## config.mk

```make
export PLATFORM = sky130hd
export DESIGN_NAME = issue_scoreboard
export DESIGN_NICKNAME = d
export VERILOG_FILES = /design/src/rtl/rv_ctrl_pkg.sv /design/src/rtl/sb_counter.sv /design/src/rtl/issue_scoreboard.sv
export SDC_FILE = /design/constraint.sdc
export NUM_CORES = 1
export LEC_CHECK = 0
export ABC_AREA = 0
export BUFFER_PORTS_ARGS = -buffer_cell sky130_fd_sc_hd__buf_4
export CAP_MARGIN = 5
export CORE_AREA = 2 2 127 129
export DETAILED_ROUTE_END_ITERATION = 10
export DIE_AREA = 0 0 129 131
export PLACE_DENSITY_LB_ADDON = 0.15
export SLEW_MARGIN = 20
export SYNTH_ARGS = -nofsm -noshare
export SYNTH_HDL_FRONTEND = slang
export SYNTH_SLANG_ARGS = --single-unit
```

## constraint.sdc

```tcl
create_clock -name clk -period 3.8 [get_ports clk]
set_input_delay 0.19 -clock clk [delete_from_list [all_inputs] [get_ports clk]]
set_output_delay 0.19 -clock clk [all_outputs]
set_load 0.02 [all_outputs]
```

## src/rtl/rv_ctrl_pkg.sv

```systemverilog
`default_nettype none
// ============================================================================
// Module   : rv_ctrl_pkg
// Purpose  : Shared control-path constants: register addressing, issue FSM
//            state encoding and major opcodes used by decode.
// Revision : 1.0 - initial release
// ============================================================================
package rv_ctrl_pkg;

    localparam int               REG_AW   = 5;
    localparam int               NUM_REGS = 1 << REG_AW;
    localparam logic [REG_AW-1:0] X0      = 5'd0;

    typedef enum logic [0:0] {
        ST_RUN   = 1'b0,
        ST_DRAIN = 1'b1
    } state_t;

    localparam logic [6:0] OP_LUI    = 7'b0110111;
    localparam logic [6:0] OP_AUIPC  = 7'b0010111;
    localparam logic [6:0] OP_JAL    = 7'b1101111;
    localparam logic [6:0] OP_JALR   = 7'b1100111;
    localparam logic [6:0] OP_BRANCH = 7'b1100011;
    localparam logic [6:0] OP_LOAD   = 7'b0000011;
    localparam logic [6:0] OP_STORE  = 7'b0100011;
    localparam logic [6:0] OP_OPIMM  = 7'b0010011;
    localparam logic [6:0] OP_OP     = 7'b0110011;

    // Opcodes that redirect the fetch stream and therefore raise flush.
    function automatic logic is_redirect(input logic [6:0] opcode);
        return (opcode == OP_BRANCH) || (opcode == OP_JAL) || (opcode == OP_JALR);
    endfunction

endpackage
`default_nettype wire

```

## src/rtl/sb_counter.sv

```systemverilog
`default_nettype none
// ============================================================================
// Module   : sb_counter
// Purpose  : One per-register pending-write counter; saturating up/down,
//            simultaneous inc and dec leave the count unchanged.
// Revision : 1.0 - initial release
// ============================================================================
module sb_counter
    import rv_ctrl_pkg::*;
#(
    parameter int PEND_W = 2
) (
    input  logic              clk,
    input  logic              rst,
    input  logic              inc,
    input  logic              dec,
    output logic [PEND_W-1:0] count,
    output logic              nz
);

    logic [PEND_W-1:0] count_q;
    logic [PEND_W-1:0] count_d;

    always_comb begin
        count_d = count_q;
        if (inc && !dec && (count_q != '1)) begin
            count_d = count_q + 1'b1;
        end else if (dec && !inc && (count_q != '0)) begin
            count_d = count_q - 1'b1;
        end
    end

    always_ff @(posedge clk or negedge rst) begin
        if (!rst) begin
            count_q <= '0;
        end else begin
            count_q <= count_d;
        end
    end

    assign count = count_q;
    assign nz    = (count_q != '0);

endmodule
`default_nettype wire

```

## src/rtl/issue_scoreboard.sv

```systemverilog
`default_nettype none
// ============================================================================
// Module   : issue_scoreboard
// Purpose  : Register-read issue/stall controller with a per-register RAW
//            scoreboard and flush-with-drain. Optional macro WB_BYPASS_EN lets
//            a source retiring this cycle (last pending write) skip the stall.
// Revision : 1.0 - initial release
// ============================================================================
module issue_scoreboard
    import rv_ctrl_pkg::*;
#(
    parameter int PEND_W       = 2,
    parameter int MAX_INFLIGHT = 4,
    parameter int CNT_W        = 3
) (
    input  logic              clk,
    input  logic              rst,
    input  logic              dec_valid,
    output logic              dec_ready,
    input  logic [REG_AW-1:0] rs1,
    input  logic [REG_AW-1:0] rs2,
    input  logic [REG_AW-1:0] rd,
    input  logic              use_rs1,
    input  logic              use_rs2,
    input  logic              wr_rd,
    output logic              iss_valid,
    input  logic              ex_ready,
    input  logic              wb_valid,
    input  logic [REG_AW-1:0] wb_addr,
    input  logic              flush,
    output logic              busy,
    output logic [15:0]       stall_cnt
);

    localparam logic [CNT_W-1:0]  MAX_CNT  = CNT_W'(MAX_INFLIGHT);
    localparam logic [PEND_W-1:0] PEND_ONE = PEND_W'(1);

    logic [PEND_W-1:0]   pend [NUM_REGS];
    logic [NUM_REGS-1:0] pend_nz;
    logic [NUM_REGS-1:1] pend_inc;
    logic [NUM_REGS-1:1] pend_dec;

    logic src1_pend, src2_pend, hazard, full, sat;
    logic accept, rd_wr, wb_hit;

    state_t            state_q, state_d;
    logic [CNT_W-1:0]  inflight_q, inflight_d;
    logic              iss_valid_q, iss_valid_d;
    logic              busy_q, busy_d;
    logic [15:0]       stall_cnt_q, stall_cnt_d;

    // x0 has no counter: it reads as never pending.
    assign pend[0]    = '0;
    assign pend_nz[0] = 1'b0;

    generate
        for (genvar g = 1; g < NUM_REGS; g++) begin : g_pend
            assign pend_inc[g] = rd_wr  && (rd == REG_AW'(g));
            assign pend_dec[g] = wb_hit && (wb_addr == REG_AW'(g));

            sb_counter #(
                .PEND_W (PEND_W)
            ) u_cnt (
                .clk   (clk),
                .rst   (rst),
                .inc   (pend_inc[g]),
                .dec   (pend_dec[g]),
                .count (pend[g]),
                .nz    (pend_nz[g])
            );
        end
    endgenerate

    always_comb begin
        src1_pend = use_rs1 && (rs1 != X0) && pend_nz[rs1];
        src2_pend = use_rs2 && (rs2 != X0) && pend_nz[rs2];
`ifdef WB_BYPASS_EN
        // The retiring value is forwarded by the register bank, so only the last writer may be bypassed.
        if (wb_valid && (wb_addr == rs1) && (pend[rs1] == PEND_ONE)) src1_pend = 1'b0;
        if (wb_valid && (wb_addr == rs2) && (pend[rs2] == PEND_ONE)) src2_pend = 1'b0;
`endif
        hazard    = src1_pend || src2_pend;
        full      = (inflight_q == MAX_CNT) && wr_rd;
        sat       = wr_rd && (rd != X0) && (pend[rd] == '1);
        dec_ready = (state_q == ST_RUN) && !flush && !hazard && !full && !sat
                    && (!iss_valid_q || ex_ready);
        accept    = dec_valid && dec_ready;
        rd_wr     = accept && wr_rd && (rd != X0);
        wb_hit    = wb_valid && (wb_addr != X0) && pend_nz[wb_addr];
    end

    always_comb begin
        inflight_d = inflight_q;
        if (rd_wr && !wb_hit) begin
            inflight_d = inflight_q + 1'b1;
        end else if (wb_hit && !rd_wr) begin
            inflight_d = inflight_q - 1'b1;
        end

        iss_valid_d = iss_valid_q;
        if (flush) begin
            iss_valid_d = 1'b0;
        end else if (accept) begin
            iss_valid_d = 1'b1;
        end else if (iss_valid_q && ex_ready) begin
            iss_valid_d = 1'b0;
        end

        stall_cnt_d = stall_cnt_q;
        if ((state_q == ST_RUN) && dec_valid && !dec_ready && (stall_cnt_q != 16'hFFFF)) begin
            stall_cnt_d = stall_cnt_q + 16'd1;
        end

        state_d = state_q;
        if (state_q == ST_RUN) begin
            if (flush) state_d = ST_DRAIN;
        end else begin
            if (!flush && (inflight_q == '0)) state_d = ST_RUN;
        end
        busy_d = (state_d == ST_DRAIN);
    end

    always_ff @(posedge clk or negedge rst) begin
        if (!rst) begin
            state_q     <= ST_RUN;
            inflight_q  <= '0;
            iss_valid_q <= 1'b0;
            busy_q      <= 1'b0;
            stall_cnt_q <= '0;
        end else begin
            state_q     <= state_d;
            inflight_q  <= inflight_d;
            iss_valid_q <= iss_valid_d;
            busy_q      <= busy_d;
            stall_cnt_q <= stall_cnt_d;
        end
    end

`ifndef SYNTHESIS
    always_ff @(posedge clk) begin
        if (rst && wb_valid && (wb_addr != X0) && !pend_nz[wb_addr]) begin
            $error("issue_scoreboard: writeback to x%0d with no pending write", wb_addr);
        end
    end
`endif

    assign iss_valid = iss_valid_q;
    assign busy      = busy_q;
    assign stall_cnt = stall_cnt_q;

endmodule
`default_nettype wire
```

# Word level (Yosys, flattened, before mapping)
# Cells that the tools add are included.
# Widths: inputs -> output; s select.
# op_classes
n_addsub,65
n_reduce_logical,351
bitwise_logic,2
div,0
n_mux,79
eq_ne,96
n_mul,0
shifts,0
magnitude_cmp,4
# op_table
operator,count
$logic_and 1x1->1,210
$eq 5x5->1 const B,32
$mux 2,64
$reduce_bool 2->1,63
$eq 5x4->1 const B,16
$logic_not 1->1,70
$add 2x1->2 const B,31
$ne 2x2->1 const B,31
$sub 2x1->2 const B,31
$eq 5x3->1 const B,8
$eq 5x2->1 const B,4
$reduce_bool 5->1,4
$lt 5x6->1 const B,3
$add 16x1->16 const B,1
$ne 16x16->1 const B,1
$bmux 1 s5,3
$bmux 2 s5,1
$eq 5x1->1 const B,2
$mux 1,9
$ge 6x6->1 const B,1
$mux 3,2
$not 5->6,1
$add 3x1->3 const B,1
$eq 3x3->1 const B,1
other kinds (6),7
# totals
out_inout_bits,19
ram_bits,0
romBits,0
reg_bits,83
mem_count,0
wordCells,632
inputBits,29
latch_bits,0

# Logic depth before layout (Yosys ltp)
# Gate-level depths: netlist (run 1).
# logic_depth
ltp_word,19
depth_mapped,16
ltp_nobuf,13

# Hierarchy
# Synthesis (run 1) repeated with hierarchy kept, for this count alone.
# hier_totals
cells_unflattened,718
area_unflattened_um2,6570.1
# by_module_without_submodules
module,instances,seq_area_each_um2,cells_each,area_each_um2
sb_counter,31,50.0,13,111.4
issue_scoreboard,1,525.5,315,3118.0

# Worst setup path after synthesis (run 1)
# OpenSTA, ideal clock, no wires.
# synth_path
path_type,register to register
from,reg g_pend[30].u_cnt.count_q[0]
to,reg inflight_q[2]
period_less_slack_ns,3.366
stages_incl_launch_ff,15
t_required_ns,3.721
n_path_buf,1
arrival_ns,3.287
path_slack_ns,0.434
setup_time_ns,0.079
cell_sequence,dfrtp_1 -> nor2_1 -> mux4_2 -> mux2i_1 -> a2111oi_0 -> a211oi_4 -> nor4_4 -> buf_2 -> and3_1 -> ha_1 -> inv_1 -> fa_1 -> xor2_1 -> nor2_1 -> xor2_1
# synth_between
elab_chain_len,16
word_cells_on_any_way,31
cone_classes,1 x eq/ne; 10 x mux; 20 x reduce/logical
# synth_lines
item,line,text
from (decl),sb_counter.sv:21,logic [PEND_W-1:0] count_q;
from (signal assigned),sb_counter.sv:37,count_q <= count_d;
$reduce_bool 2->1,sb_counter.sv:42,assign nz = (count_q != '0);
"$bmux 1 s5, on equally long branches","issue_scoreboard.sv:75, issue_scoreboard.sv:76",
"$mux 1, on equally long branches","issue_scoreboard.sv:75, issue_scoreboard.sv:76",
"$logic_and 1x1->1, on equally long branches","issue_scoreboard.sv:75, issue_scoreboard.sv:76",
$logic_or 1x1->1,issue_scoreboard.sv:82,hazard = src1_pend || src2_pend;
$logic_not 1->1,issue_scoreboard.sv:85,dec_ready = (state_q == ST_RUN) && !flush && !hazard && !full && !sat
$logic_and 1x1->1 (3 in series),issue_scoreboard.sv:85,
$logic_and 1x1->1,issue_scoreboard.sv:86,&& (!iss_valid_q || ex_ready);
$logic_and 1x1->1,issue_scoreboard.sv:87,accept = dec_valid && dec_ready;
$logic_and 1x1->1 (2 in series),issue_scoreboard.sv:88,rd_wr = accept && wr_rd && (rd != X0);
$logic_not 1->1,issue_scoreboard.sv:96,end else if (wb_hit && !rd_wr) begin
$logic_and 1x1->1,issue_scoreboard.sv:96,
$reduce_bool 2->1 (no source line),-,
to (signal assigned),issue_scoreboard.sv:132,inflight_q <= inflight_d;
to (decl),issue_scoreboard.sv:47,"logic [CNT_W-1:0] inflight_q, inflight_d;"
# Parallel ways exist; a longest one is shown, timed or not. The select of a mux whose other input is x is not followed.
# A chain may end at the register's enable or synchronous reset.

# Final worst setup path (run 1)
# layout_path
from,reg g_pend[7].u_cnt.count_q[0]
to,reg inflight_q[2]
# layout_between
elab_chain_len,16
word_cells_on_any_way,31
cone_classes,1 x eq/ne; 10 x mux; 20 x reduce/logical
# layout_lines
item,line
from (decl),sb_counter.sv:21
from (signal assigned),sb_counter.sv:37
$reduce_bool 2->1,sb_counter.sv:42
"$bmux 1 s5, on equally long branches","issue_scoreboard.sv:75, issue_scoreboard.sv:76"
"$mux 1, on equally long branches","issue_scoreboard.sv:75, issue_scoreboard.sv:76"
"$logic_and 1x1->1, on equally long branches","issue_scoreboard.sv:75, issue_scoreboard.sv:76"
$logic_or 1x1->1,issue_scoreboard.sv:82
$logic_not 1->1,issue_scoreboard.sv:85
$logic_and 1x1->1 (3 in series),issue_scoreboard.sv:85
$logic_and 1x1->1,issue_scoreboard.sv:86
$logic_and 1x1->1,issue_scoreboard.sv:87
$logic_and 1x1->1 (2 in series),issue_scoreboard.sv:88
$logic_not 1->1,issue_scoreboard.sv:96
$logic_and 1x1->1,issue_scoreboard.sv:96
$reduce_bool 2->1 (no source line),-
# Parallel ways exist; a longest one is shown, timed or not. The select of a mux whose other input is x is not followed.

==> summary.txt, run 1 <==
Run status
  – Run status: finished clean

STA
  – Period minus WS final: about 3.3 ns
  – Final setup vio count: 0
  – Crit share post-route: 87.4%
  – RSZ-0062 raised after global routing: no
  – Worst slew pin tran: 0.846 ns
  – Worst Skew: approximately 0.0084 ns
  – Fmax: between 0.3 and 0.4 GHz
  – Final setup TNS: 0 ns
  – Worst slew margin: roughly 43%
  – Slew Limit Fails: 0
  – Fin. Hold Viols: 0

Placed design
  – Placed cell count: 914
  – IO buf count: 47
  – Hpwl dp: about 14,000 um
  – Gpl congestion: 0.891

Route
  – Post-Route WL: 19,100 um
  – DR vias/cell: around 6.0
  – Number of vias after detailed routing: between 5,000 and 6,000
  – 1st-iter DRT viols: between 500 and 600
  – Post-route ant nets: 0
  – Post-route DRC: 0
  – Detailed Routing Iterations Pass 1: 5
  – Routed length per placed instance: 20.5 um

Setup path
  – Critical path endpoint category: flip-flop
  – Cell family with the largest share of critical-path delay: compound AO/OA/AOI/OAI gates
  – CP max FO: 5
  – CP Cell Sequence: mux4_2 > a22oi_1 > nor2_1 > o21ai_0 > o211ai_2 > nor4_4 > and3_1 > ha_1 > inv_1 > fa_1 > xor2_1 > nor2_1 > xor2_1
  – CP max stage cell: mux4_2
  – Critical Path Start: g_pend[7].u_cnt.count[0]
  – RR Startpoint: g_pend[7].u_cnt.count[0]
  – Critical Path RT: 4.08 ns
  – Crit path largest cell delay: approximately 0.5 ns
  – Type of origin of the critical path: flip-flop
  – Worst path buffer plus inverter count: 1
  – Critical Path AT: approximately 3.6 ns
  – Setup Crit Path Kind: reg -> reg

Layout
  – Nets@finish: about 740
  – Non-Filler Instances: roughly 930
  – Ant. Diodes: 0
  – Share of cells above drive strength 1: around 17%
  – Area Overhead vs Synth: 13.7%
  – Fill cells: about 1,500

Logic synthesis
  – Synth top area share: about a third
  – Ys async rst share: 100%
  – Synth Area per Inst: around 9.0 um^2
  – Flops & latches, synth: 83
  – Ranking of synthesized cells by area: dfrtp_1 34%, mux4_2 9.6%, xnor2_1 6.7%, nor2_1 5.1%, nand2_1 4.4%
  – EDFF count, synth: 0
  – Main synth FF type: dfrtp_1
  – Syn Nets: 710
  – Synthesized instance count: roughly 680
  – Library cells used by synthesis: 57
  – Synth area leader: dfrtp_1
  – Register area share after synthesis: between 30% and 40%
  – Netlist Area Pre-Place: a little over 6000 um^2
  – Yosys Warn Count: 0

Floorplan
  – Initial Util: about two fifths
  – Die H: 131 um
  – Die area: between 15,000 and 20,000 um^2
  – Core region area: roughly 16,000 um^2
  – Die Wd: around 130 um
  – I/O pins: 48
  – FP Rows: 46

Clocking
  – Num Clock Sinks: between 80 and 90
  – Root Buffer Master: clkbuf_16
  – CTS tree: built
  – Total CTS buffers: 9
  – Max Buffers Root-to-Sink: 2
  – Post-CTS Setup Inserts: 0
  – Worst skew pair latency: 0.35 ns
  – Number of H-tree levels: 3
  – CTS clock-pin slew for the worst setup and hold paths: around 0.06 ns
  – Post-CTS Resized: 0

GRT
  – Vias in the first global route: between 5,000 and 6,000
  – Initial antenna violation count: 0
  – Largest net degree at the start of global routing: 84
  – Tot GR Track Use: 23.5%
  – GRT Residual Overflow: 0
  – First-pass GRT wire length: approximately 30,000 um

Power
  – Overall Power: 3.16 mW
  – Worst vdd ir: between 200 and 250 uV
  – P_leak: 2.82 nW
  – Pwr dens: 455 nW/um^2

Run
  – MaxCap Viol Count: 0

Hold path
  – Hold Crit Start: flush
  – Hold WC Path Type: in -> reg
[cell type report]
type / count / area (um^2) / area share [%]
clock buffer: 12 / 236 / 3.40
clock inverter: 4 / 51.3 / 0.738
inverter: 10 / 37.5 / 0.540
multi-input combinational: 546 / 3820 / 55.0
sequential: 83 / 2080 / 29.9
tap: 216 / 270 / 3.89
timing repair buffer: 60 / 457 / 6.57
[stage by stage]
stage	hold WS (ns)	utilization, %	area, um^2	setup slack, ns
after floorplan	-0.106	-	6110	0.434
after global placement	0.407	42.6	6650	0.500
after detailed placement	0.410	42.6	6650	0.439
after CTS	0.0475	44.5	6940	0.493
after global routing	0.0633	44.6	6950	0.203
final	0.0516	44.6	6950	0.478
[cell usage after synthesis, types with 2 or more instances]
cell type / instances
a221oi_1: 2
nor3b_1: 3
dfrtp_1: 83
and3_1: 10
o2111ai_1: 3
buf_4: 4
mux2i_1: 9
nor4_1: 13
and2_1: 6
o31ai_1: 15
o211ai_1: 16
a21oi_1: 9
or2_2: 7
nand3b_1: 2
nor3_2: 2
o31a_1: 5
nand4_1: 10
a22oi_1: 6
nand2b_1: 10
buf_1: 2
inv_1: 9
a21boi_0: 3
nand2_1: 71
a31oi_1: 5
nor2b_1: 20
o21ai_0: 25
and4_1: 2
a2111oi_0: 2
nor3_1: 25
nand3_1: 41
ha_1: 2
xor2_1: 28
nor2_1: 83
xnor2_1: 47
or3_1: 5
clkbuf_1: 21
mux4_2: 26
o41ai_1: 8
nand4b_1: 4
buf_2: 12
mux2_2: 6
[worst paths after layout]
kind	endpoint	slack, ns	cells after the start
min in group asynchronous	stall_cnt[9]	0.44	2
worst max register to register	inflight_q[2]	0.48	13
worst min register to register	stall_cnt[13]	0.49	1
max in group asynchronous	g_pend[14].u_cnt.count[1]	2.79	2
worst max-delay path	inflight_q[2]	0.48	13
worst min-delay path	busy	0.05	2
[kinds of logic after synthesis]
group | synth area share [%]
AOI/OAI and AO/OA | 12.9
xor gates and xnor gates | 10.7
adders and majority gates | 0.737
buffers and inverters | 3.50
DFF | 34.0
muxes | 12.6
and+or+nand+nor | 25.5
[flip-flops by register name, summed over array words and instances (netlist names)]
name                cells
g_pend.u_cnt.count     62
stall_cnt              16
inflight_q              3
busy                    1
iss_valid               1
[what timing repair did]
item / CTS / global route
hold buffers: 0 / 1
hold endpoints to repair: 0 / 42
endpoints found under the setup margin: 0 / 0
[power breakdown]
group / switching [mW] / leakage, nW / total (mW) / internal [mW]
sequential: 0.231 / 1.09 / 1.27 / 1.04
clock: 0.369 / 0.137 / 0.879 / 0.510
combinational: 0.535 / 1.59 / 1.02 / 0.480
[layer usage]
metal / global-route usage (%) / vias to the layer above / part of all wire [%]
met3: 3.75 / 52 / 6.3
li1: - / 2523 / -
met4: 9.72 / 0 / 3.3
met5: 0 / - / 0
met2: 37.9 / 242 / 46
met1: 31.6 / 2724 / 44
[worst register-to-register path, delay by kind of cell (launching register included)]
| family | cells | cell delay (ns) |
|---|---|---|
| and+or+nand+nor | 4 | 0.65 |
| muxes | 1 | 0.50 |
| xor gates and xnor gates | 2 | 0.32 |
| buffers and inverters | 1 | 0.06 |
| adders and majority gates | 2 | 0.56 |
| DFF | 1 | 0.45 |
| AOI/OAI and AO/OA | 3 | 0.71 |
[cells in the final DEF (no fill, tap or decap), types with 16 or more instances in the layout]
cell type and instances:
nand2_1 71, buf_4 58, xnor2_1 47, o21ai_0 25
nor3_1 25, nand3_1 41, nor2_1 83, mux4_2 26
xor2_1 28, o211ai_1 16, dfrtp_1 83, nor2b_1 20
Power figures use the tool's default switching activity.
==> run 2, diff against run 1 <==
--- a/config.mk
+++ b/config.mk
@@ -5,12 +5,12 @@
 export SDC_FILE = /design/constraint.sdc
 export NUM_CORES = 1
 export LEC_CHECK = 0
-export ABC_AREA = 0
+export ABC_AREA = 1
 export BUFFER_PORTS_ARGS = -buffer_cell sky130_fd_sc_hd__buf_4
 export CAP_MARGIN = 5
-export CORE_AREA = 2 2 127 129
+export CORE_AREA = 2 2 134 136
 export DETAILED_ROUTE_END_ITERATION = 10
-export DIE_AREA = 0 0 129 131
+export DIE_AREA = 0 0 136 138
 export PLACE_DENSITY_LB_ADDON = 0.15
 export SLEW_MARGIN = 20
 export SYNTH_ARGS = -nofsm -noshare
==> run 2 against run 1 <==
Sequential cell count is the same. Count of clock-buffer cells in the layout down 3. Sequential power grew 9%. Final cell count is 44% higher. Critical path type is now reg -> out. Highest routed layer unchanged.
==> summary.txt, run 2 <==
Layout
  – Commonest non-fill, non-tap cell in the layout: nand2_1
  – Final core occ: 43.2% (-1.3 points)
  – Nets@finish: 1,136 (+53%)
  – Area Overhead vs Synth: 11.6%
  – Most frequent cells in the layout: 388 x nand2_1, 109 x inv_1, 105 x nor2_1
  – Max FFs per register: 62 (unchanged)
  – Share of cells above drive strength 1: 8.84% (-8.1 points)
  – Fill cells: 1,960 (+28%)

Setup path
  – CP max FO: 32 (+27)
  – Setup slack, reg-to-reg: 0.86 ns (+0.38 ns)
  – Critical Path RT: 3.61 ns (-0.47 ns)
  – RR Startpoint: g_pend[16].u_cnt.count[0]
  – Type of origin of the critical path: flip-flop
  – Critical Path AT: 2.75 ns (-0.85 ns)
  – Reg2reg path depth: 15 (+2)
  – Reg-to-Reg End: inflight_q[1]
  – Critical path endpoint category: primary output
  – Setup Crit Path Kind: reg -> out

Clocking
  – CTS tree: built
  – Worst skew pair latency: 0.36 ns (about the same)
  – Max Buffers Root-to-Sink: 2 (unchanged)
  – Num Clock Sinks: 83 (unchanged)
  – Number of H-tree levels: 3 (unchanged)
  – Post-CTS Resized: 0 (unchanged)
  – Total CTS buffers: 9 (unchanged)
  – CTS clock-pin slew for the worst setup and hold paths: 0.07 ns (about the same)
  – Root Buffer Master: clkbuf_16

GRT
  – Initial antenna violation count: 1 (+1)
  – Largest net degree at the start of global routing: 66 (-21%)
  – Vias in the first global route: 6,679 (+23%)
  – Tot GR Track Use: 24.9% (+1.4 points)
  – First-pass GRT wire length: 36,200 um (+21%)
  – GRT Residual Overflow: 0 (unchanged)

Hold path
  – Hold Crit Start: flush
  – Hold Path Sink: iss_valid
  – Hold WC Path Type: in -> reg
  – Hold Path Depth: 2 (unchanged)

Route
  – Routed length per placed instance: 16.9 um (-17%)
  – Post-Route WL: 22,700 um (+19%)
  – 1st-iter DRT viols: 517 (+3.2%)
  – Detailed Routing Iterations Pass 1: 7 (+2)
  – DR vias/cell: 5.29 (-11%)
  – Post-route ant nets: 0 (unchanged)
  – Number of vias after detailed routing: 7,080 (+28%)
  – Post-route DRC: 0 (unchanged)

Logic synthesis
  – Yosys Warn Count: 0 (unchanged)
  – Synth top area share: 30.6% (-3.4 points)
  – Syn Nets: 1,108 (+56%)
  – EDFF count, synth: 0 (unchanged)
  – Netlist Area Pre-Place: 6790 um^2 (+11%)
  – Ys async rst share: 100% (unchanged)
  – Most frequent cell after synthesis: nand2_1
  – Ranking of synthesized cells by area: dfrtp_1 31%, nand2_1 21%, nand3_1 6.3%, inv_1 6.0%, nor2_1 5.8%
  – Flops & latches, synth: 83 (unchanged)
  – Main synth FF type: dfrtp_1
  – Register area share after synthesis: 30.6% (-3.4 points)
  – Library cells used by synthesis: 43 (-25%)
  – Synth Area per Inst: 6.31 um^2 (-30%)
  – Post-synth top cells: 388 x nand2_1, 109 x inv_1, 105 x nor2_1, 85 x nand3_1, 83 x dfrtp_1
  – Synthesized instance count: 1,076 (+59%)
  – Synth area leader: dfrtp_1

Power
  – Pwr dens: 480 nW/um^2 (+5.4%)
  – P_leak: 3.82 nW (+36%)
  – Overall Power: 3.64 mW (+15%)
  – Worst vdd ir: 291 uV (+35%)

STA
  – RSZ-0062 raised after global routing: no
  – Final setup TNS: 0 ns (unchanged)
  – Period minus WS final: 2.94 ns (-0.383 ns)
  – Slew Limit Fails: 0 (unchanged)
  – Worst slew pin tran: 0.884 ns (+0.0383 ns)
  – Worst Skew: 0.0115 ns (+0.00311 ns)
  – Worst slew margin: 41.0% (-2.0 points)
  – Crit share post-route: 77.3% (-10 points)
  – Final setup vio count: 0 (unchanged)
  – Fmax: 0.340 GHz (+13%)
  – WHS: 0.00659 ns (-0.0450 ns)
  – Fin. Hold Viols: 0 (unchanged)

Placed design
  – Gpl congestion: 0.926 (+3.9%)
  – IO buf count: 47 (unchanged)
  – Hpwl dp: 16,500 um (+17%)

Run
  – MaxCap Viol Count: 0 (unchanged)

Floorplan
  – FP Rows: 49 (+6.5%)
  – Die Wd: 136 um (+5.4%)
  – Die H: 138 um (+5.3%)
  – I/O pins: 48 (unchanged)
  – Initial Util: 38.7% (-0.45 points)
  – Die area: 18,800 um^2 (+11%)
  – Core region area: 17,500 um^2 (+12%)

Run status
  – Run status: finished clean
## run 2: logic make-up after synthesis
| group | share of synthesized area (%) |
|---|---|
| AOI/OAI and AO/OA | 9.91 |
| xor gates and xnor gates | 5.93 |
| adders and majority gates | 0.663 |
| buffers and inverters | 9.87 |
| DFF | 30.6 |
| muxes | 0.166 |
| and+or+nand+nor | 42.9 |
## run 2: how the worst max path moves through the flow
stage                                         start  slack, ns             to
final                     g_pend[16].u_cnt.count[0]       0.86      dec_ready
after global routing      g_pend[12].u_cnt.count[0]       0.60  inflight_q[2]
after CTS                 g_pend[16].u_cnt.count[0]       0.84  inflight_q[1]
after detailed placement                      rd[0]       0.77  inflight_q[1]
after global placement                        rd[0]       0.84  inflight_q[1]
after floorplan           g_pend[13].u_cnt.count[0]       1.10  inflight_q[1]
## run 2: through the flow
| stage | setup slack [ns] | area (um^2) | cells |
|---|---|---|---|
| final | 0.861 | 7580 | 1339 |
| after global routing | 0.603 | 7580 | 1338 |
| after CTS | 0.835 | 7580 | 1338 |
| after detailed placement | 0.775 | 7270 | 1321 |
| after global placement | 0.838 | 7270 | 1321 |
| after floorplan | 1.10 | 6790 | 1076 |
## run 2: area by class of cell
type / count / area, um^2 / share of cell area, %
Tap cell: 229 / 287 / 3.78
Antenna cell: 1 / 2.50 / 0.0330
Clock buffer: 9 / 225 / 2.97
Sequential cell: 83 / 2080 / 27.4
Timing Repair Buffer: 56 / 423 / 5.58
Clock inverter: 7 / 76.3 / 1.01
Inverter: 119 / 447 / 5.89
Multi-Input combinational cell: 835 / 4050 / 53.3
## run 2: report_power, final
group / switching (mW) / internal, mW
clock network: 0.449 / 0.470
logic: 0.888 / 0.437
registers: 0.298 / 1.10
## run 2: layer usage
metal | wire length (um) | GRT usage (%)
met2 | 9620 | 36.5
met5 | 0 | 0
met4 | 824 | 9.70
met1 | 10500 | 34.9
met3 | 1740 | 6.34
## run 2: timing repair
action	CTS	global route
hold endpoints to repair	10	0
buffers inserted	0	0
hold buffers	1	0
## run 2: worst max-delay path: stages, from the launching register on
cell and delay (ns):
dfrtp_1 0.43, nor2_1 0.45, a21oi_1 0.13, nand3_1 0.12, nand3_1 0.08, nand2_1 0.06
nand2_1 0.04, nand3_1 0.14, nand2_2 0.15, nor2_4 0.16, buf_4 0.38, buf_4 0.23
==> run 3, diff against run 2 <==
==> constraint.sdc (replaced) <==
create_clock -name clk -period 2.8 [get_ports clk]
set_input_delay 0.14 -clock clk [delete_from_list [all_inputs] [get_ports clk]]
set_output_delay 0.14 -clock clk [all_outputs]
set_load 0.02 [all_outputs]
==> run 3 against run 2 <==
Die area is the same. Via count grew 3.7%. Final area grew 7.1%. Core utilization grew 3.1 points. Largest cell class unchanged.
==> summary.txt, run 3 (synthesized netlist as in run 2, its figures left out) <==
Run status
  – Run status: finished clean

STA
  – Crit share post-route: a little over nine tenths
  – Period minus WS final: 2.69 ns
  – Final setup vio count: 0 (unchanged)
  – Fin. Hold Viols: 0 (unchanged)
  – Worst Skew: 0.0112 ns (-0.000237 ns)
  – Final setup TNS: 0 ns (unchanged)
  – Slew Limit Fails: 0 (unchanged)
  – Worst slew pin tran: 0.690 ns (-0.195 ns)
  – Worst slew margin: 54.0% (+13 points)
  – Fmax: roughly 0.37 GHz
  – Post-route setup slack: 0.111 ns (-0.750 ns)

GRT
  – GRT Residual Overflow: 0 (unchanged)
  – Vias in the first global route: 6,940 (+3.9%)
  – Initial antenna violation count: 0 (-1)
  – Tot GR Track Use: 26.6% (+1.8 points)
  – First-pass GRT wire length: 38,400 um (+6.1%)
  – Largest net degree at the start of global routing: 50 (-24%)

Clocking
  – Num Clock Sinks: 83 (unchanged)
  – Worst skew pair latency: 0.35 ns (about the same)
  – Number of H-tree levels: 3 (unchanged)
  – CTS clock-pin slew for the worst setup and hold paths: 0.07 ns (about the same)
  – Max Buffers Root-to-Sink: 2 (unchanged)
  – Root Buffer Master: clkbuf_16
  – Total CTS buffers: 9 (unchanged)
  – CTS tree: built

Floorplan
  – Die area: 18,800 um^2 (unchanged)
  – I/O pins: 48 (unchanged)
  – FP Rows: 49 (unchanged)
  – Die Wd: 136 um (unchanged)
  – Die H: 138 um (unchanged)
  – Core region area: 17,500 um^2 (unchanged)
  – Initial Util: 38.7% (unchanged)

Setup path
  – Crit path largest cell delay: 0.50 ns (+0.05 ns)
  – CP Cell Sequence: nor2_2 > inv_1 > nand2_1 > nand3_1 > nand2_1 > nand2_1 > nand3_1 > nand3_1 > nand3_1 > nand2_2 > nor2_4 > nand2_4 > nor2_8 > ha_1 > inv_1 > fa_2 > mux2_2
  – Cell family with the largest share of critical-path delay: simple AND/OR/NAND/NOR gates
  – CP max FO: 4 (-88%)
  – Setup Crit Path Kind: reg -> reg
  – Worst path buffer plus inverter count: 2 (unchanged)
  – Type of origin of the critical path: flip-flop
  – Critical path endpoint category: flip-flop
  – Critical Path RT: 3.03 ns (-0.58 ns)
  – Critical Path AT: 2.92 ns (+0.17 ns)
  – Cell mode on critical path: nand3_1
  – CP max stage cell: dfrtp_1

Layout
  – Non-Filler Instances: 1,392 (+4.0%)
  – Nets@finish: 1,190 (+4.8%)
  – Max FFs per register: 62 (unchanged)
  – Most frequent cells in the layout: 381 x nand2_1, 108 x inv_1, 106 x buf_4
  – Area Overhead vs Synth: 19.6%
  – Commonest non-fill, non-tap cell in the layout: nand2_1
  – Final instance area: 8120 um^2 (+7.1%)
  – Ant. Diodes: 0 (-1)
  – Fill cells: 1,931 (-1.5%)
  – Share of cells above drive strength 1: 15.4% (+6.6 points)

Route
  – 1st-iter DRT viols: 722 (+40%)
  – DR vias/cell: 5.27 (-0.27%)
  – Post-Route WL: 23,900 um (+5.3%)
  – Routed length per placed instance: 17.2 um (+1.3%)
  – Detailed Routing Iterations Pass 1: 5 (-2)
  – Post-route ant nets: 0 (unchanged)
  – Post-route DRC: 0 (unchanged)
  – Number of vias after detailed routing: 7,340 (+3.7%)

Power
  – Overall Power: 5.38 mW (+48%)
  – Pwr dens: 662 nW/um^2 (+38%)
  – P_leak: 4.10 nW (+7.2%)
  – Worst vdd ir: 346 uV (+19%)

Placed design
  – Placed cell count: 1,370 (+3.7%)
  – Placement Cell Area: 7650 um^2 (+5.2%)
  – Dpl ws: 0.0266 ns (-0.748 ns)
  – Hpwl dp: 18,100 um (+9.7%)
  – Gpl congestion: 0.954 (+3.0%)
  – IO buf count: 47 (unchanged)

Hold path
  – Hold WC Path Type: in -> reg

Run
  – MaxCap Viol Count: 0 (unchanged)
[run 3: area by class of cell]
class,instances,area (um^2),area share [%]
Sequential cell,83,2080,25.7
Tap cell,229,287,3.53
Clock inverter,7,109,1.34
Multi-Input combinational cell,835,4120,50.8
Timing Repair Buffer,110,847,10.4
Clock buffer,9,225,2.77
Inverter,119,447,5.50
[run 3: timing repair]
| item | 4_1_cts | 5_1_grt |
|---|---|---|
| hold buffers | 2 | 0 |
| endpoints found under the setup margin | 0 | 63 |
| gates resized for setup | 0 | 36 |
| setup buffers | 0 | 4 |
| endpoints found under the hold margin | 48 | 0 |
[run 3: path summary, 6_finish.rpt]
check                                           from                   endpoint  slack [ns]  depth (start not counted)
min reg2reg                g_pend[28].u_cnt.count[0]  g_pend[28].u_cnt.count[0]        0.49                          1
max reg2reg                g_pend[21].u_cnt.count[0]              inflight_q[1]        0.11                         17
max in group asynchronous                        rst              inflight_q[0]        1.68                          3
min                                         ex_ready                  iss_valid        0.09                          4
max                        g_pend[21].u_cnt.count[0]              inflight_q[1]        0.11                         17
min in group asynchronous                        rst  g_pend[11].u_cnt.count[0]        0.37                          2
[run 3: per-layer routing]
layer / routed length, um / vias up / global-route usage [%]
li1: - / 3614 / -
met1: 10800 / 3380 / 37.5
met2: 10200 / 290 / 39.6
met3: 2190 / 56 / 7.33
met4: 743 / 0 / 8.28
met5: 0 / - / 0
[run 3: stage by stage]
stage          utilization, %  hold slack (ns)
6_report                 46.3           0.0911
5_1_grt                  46.3            0.104
4_1_cts                  45.6           0.0866
3_5_place_dp             43.6            0.228
3_3_place_gp             43.6            0.224
2_1_floorplan               -           -0.156
[run 3: worst min-delay path, delay by kind of cell]
family / cells / cell delay, ns
compound gates: 1 / 0.08
buf+inv: 2 / 0.15
simple gates: 1 / 0.03
[run 3: where the power goes]
| part | internal (mW) | leakage [nW] | switching, mW |
|---|---|---|---|
| combinational | 0.815 | 2.86 | 1.28 |
| sequential | 1.49 | 1.07 | 0.422 |
| clock | 0.801 | 0.164 | 0.564 |
| total | 3.11 | 4.10 | 2.26 |
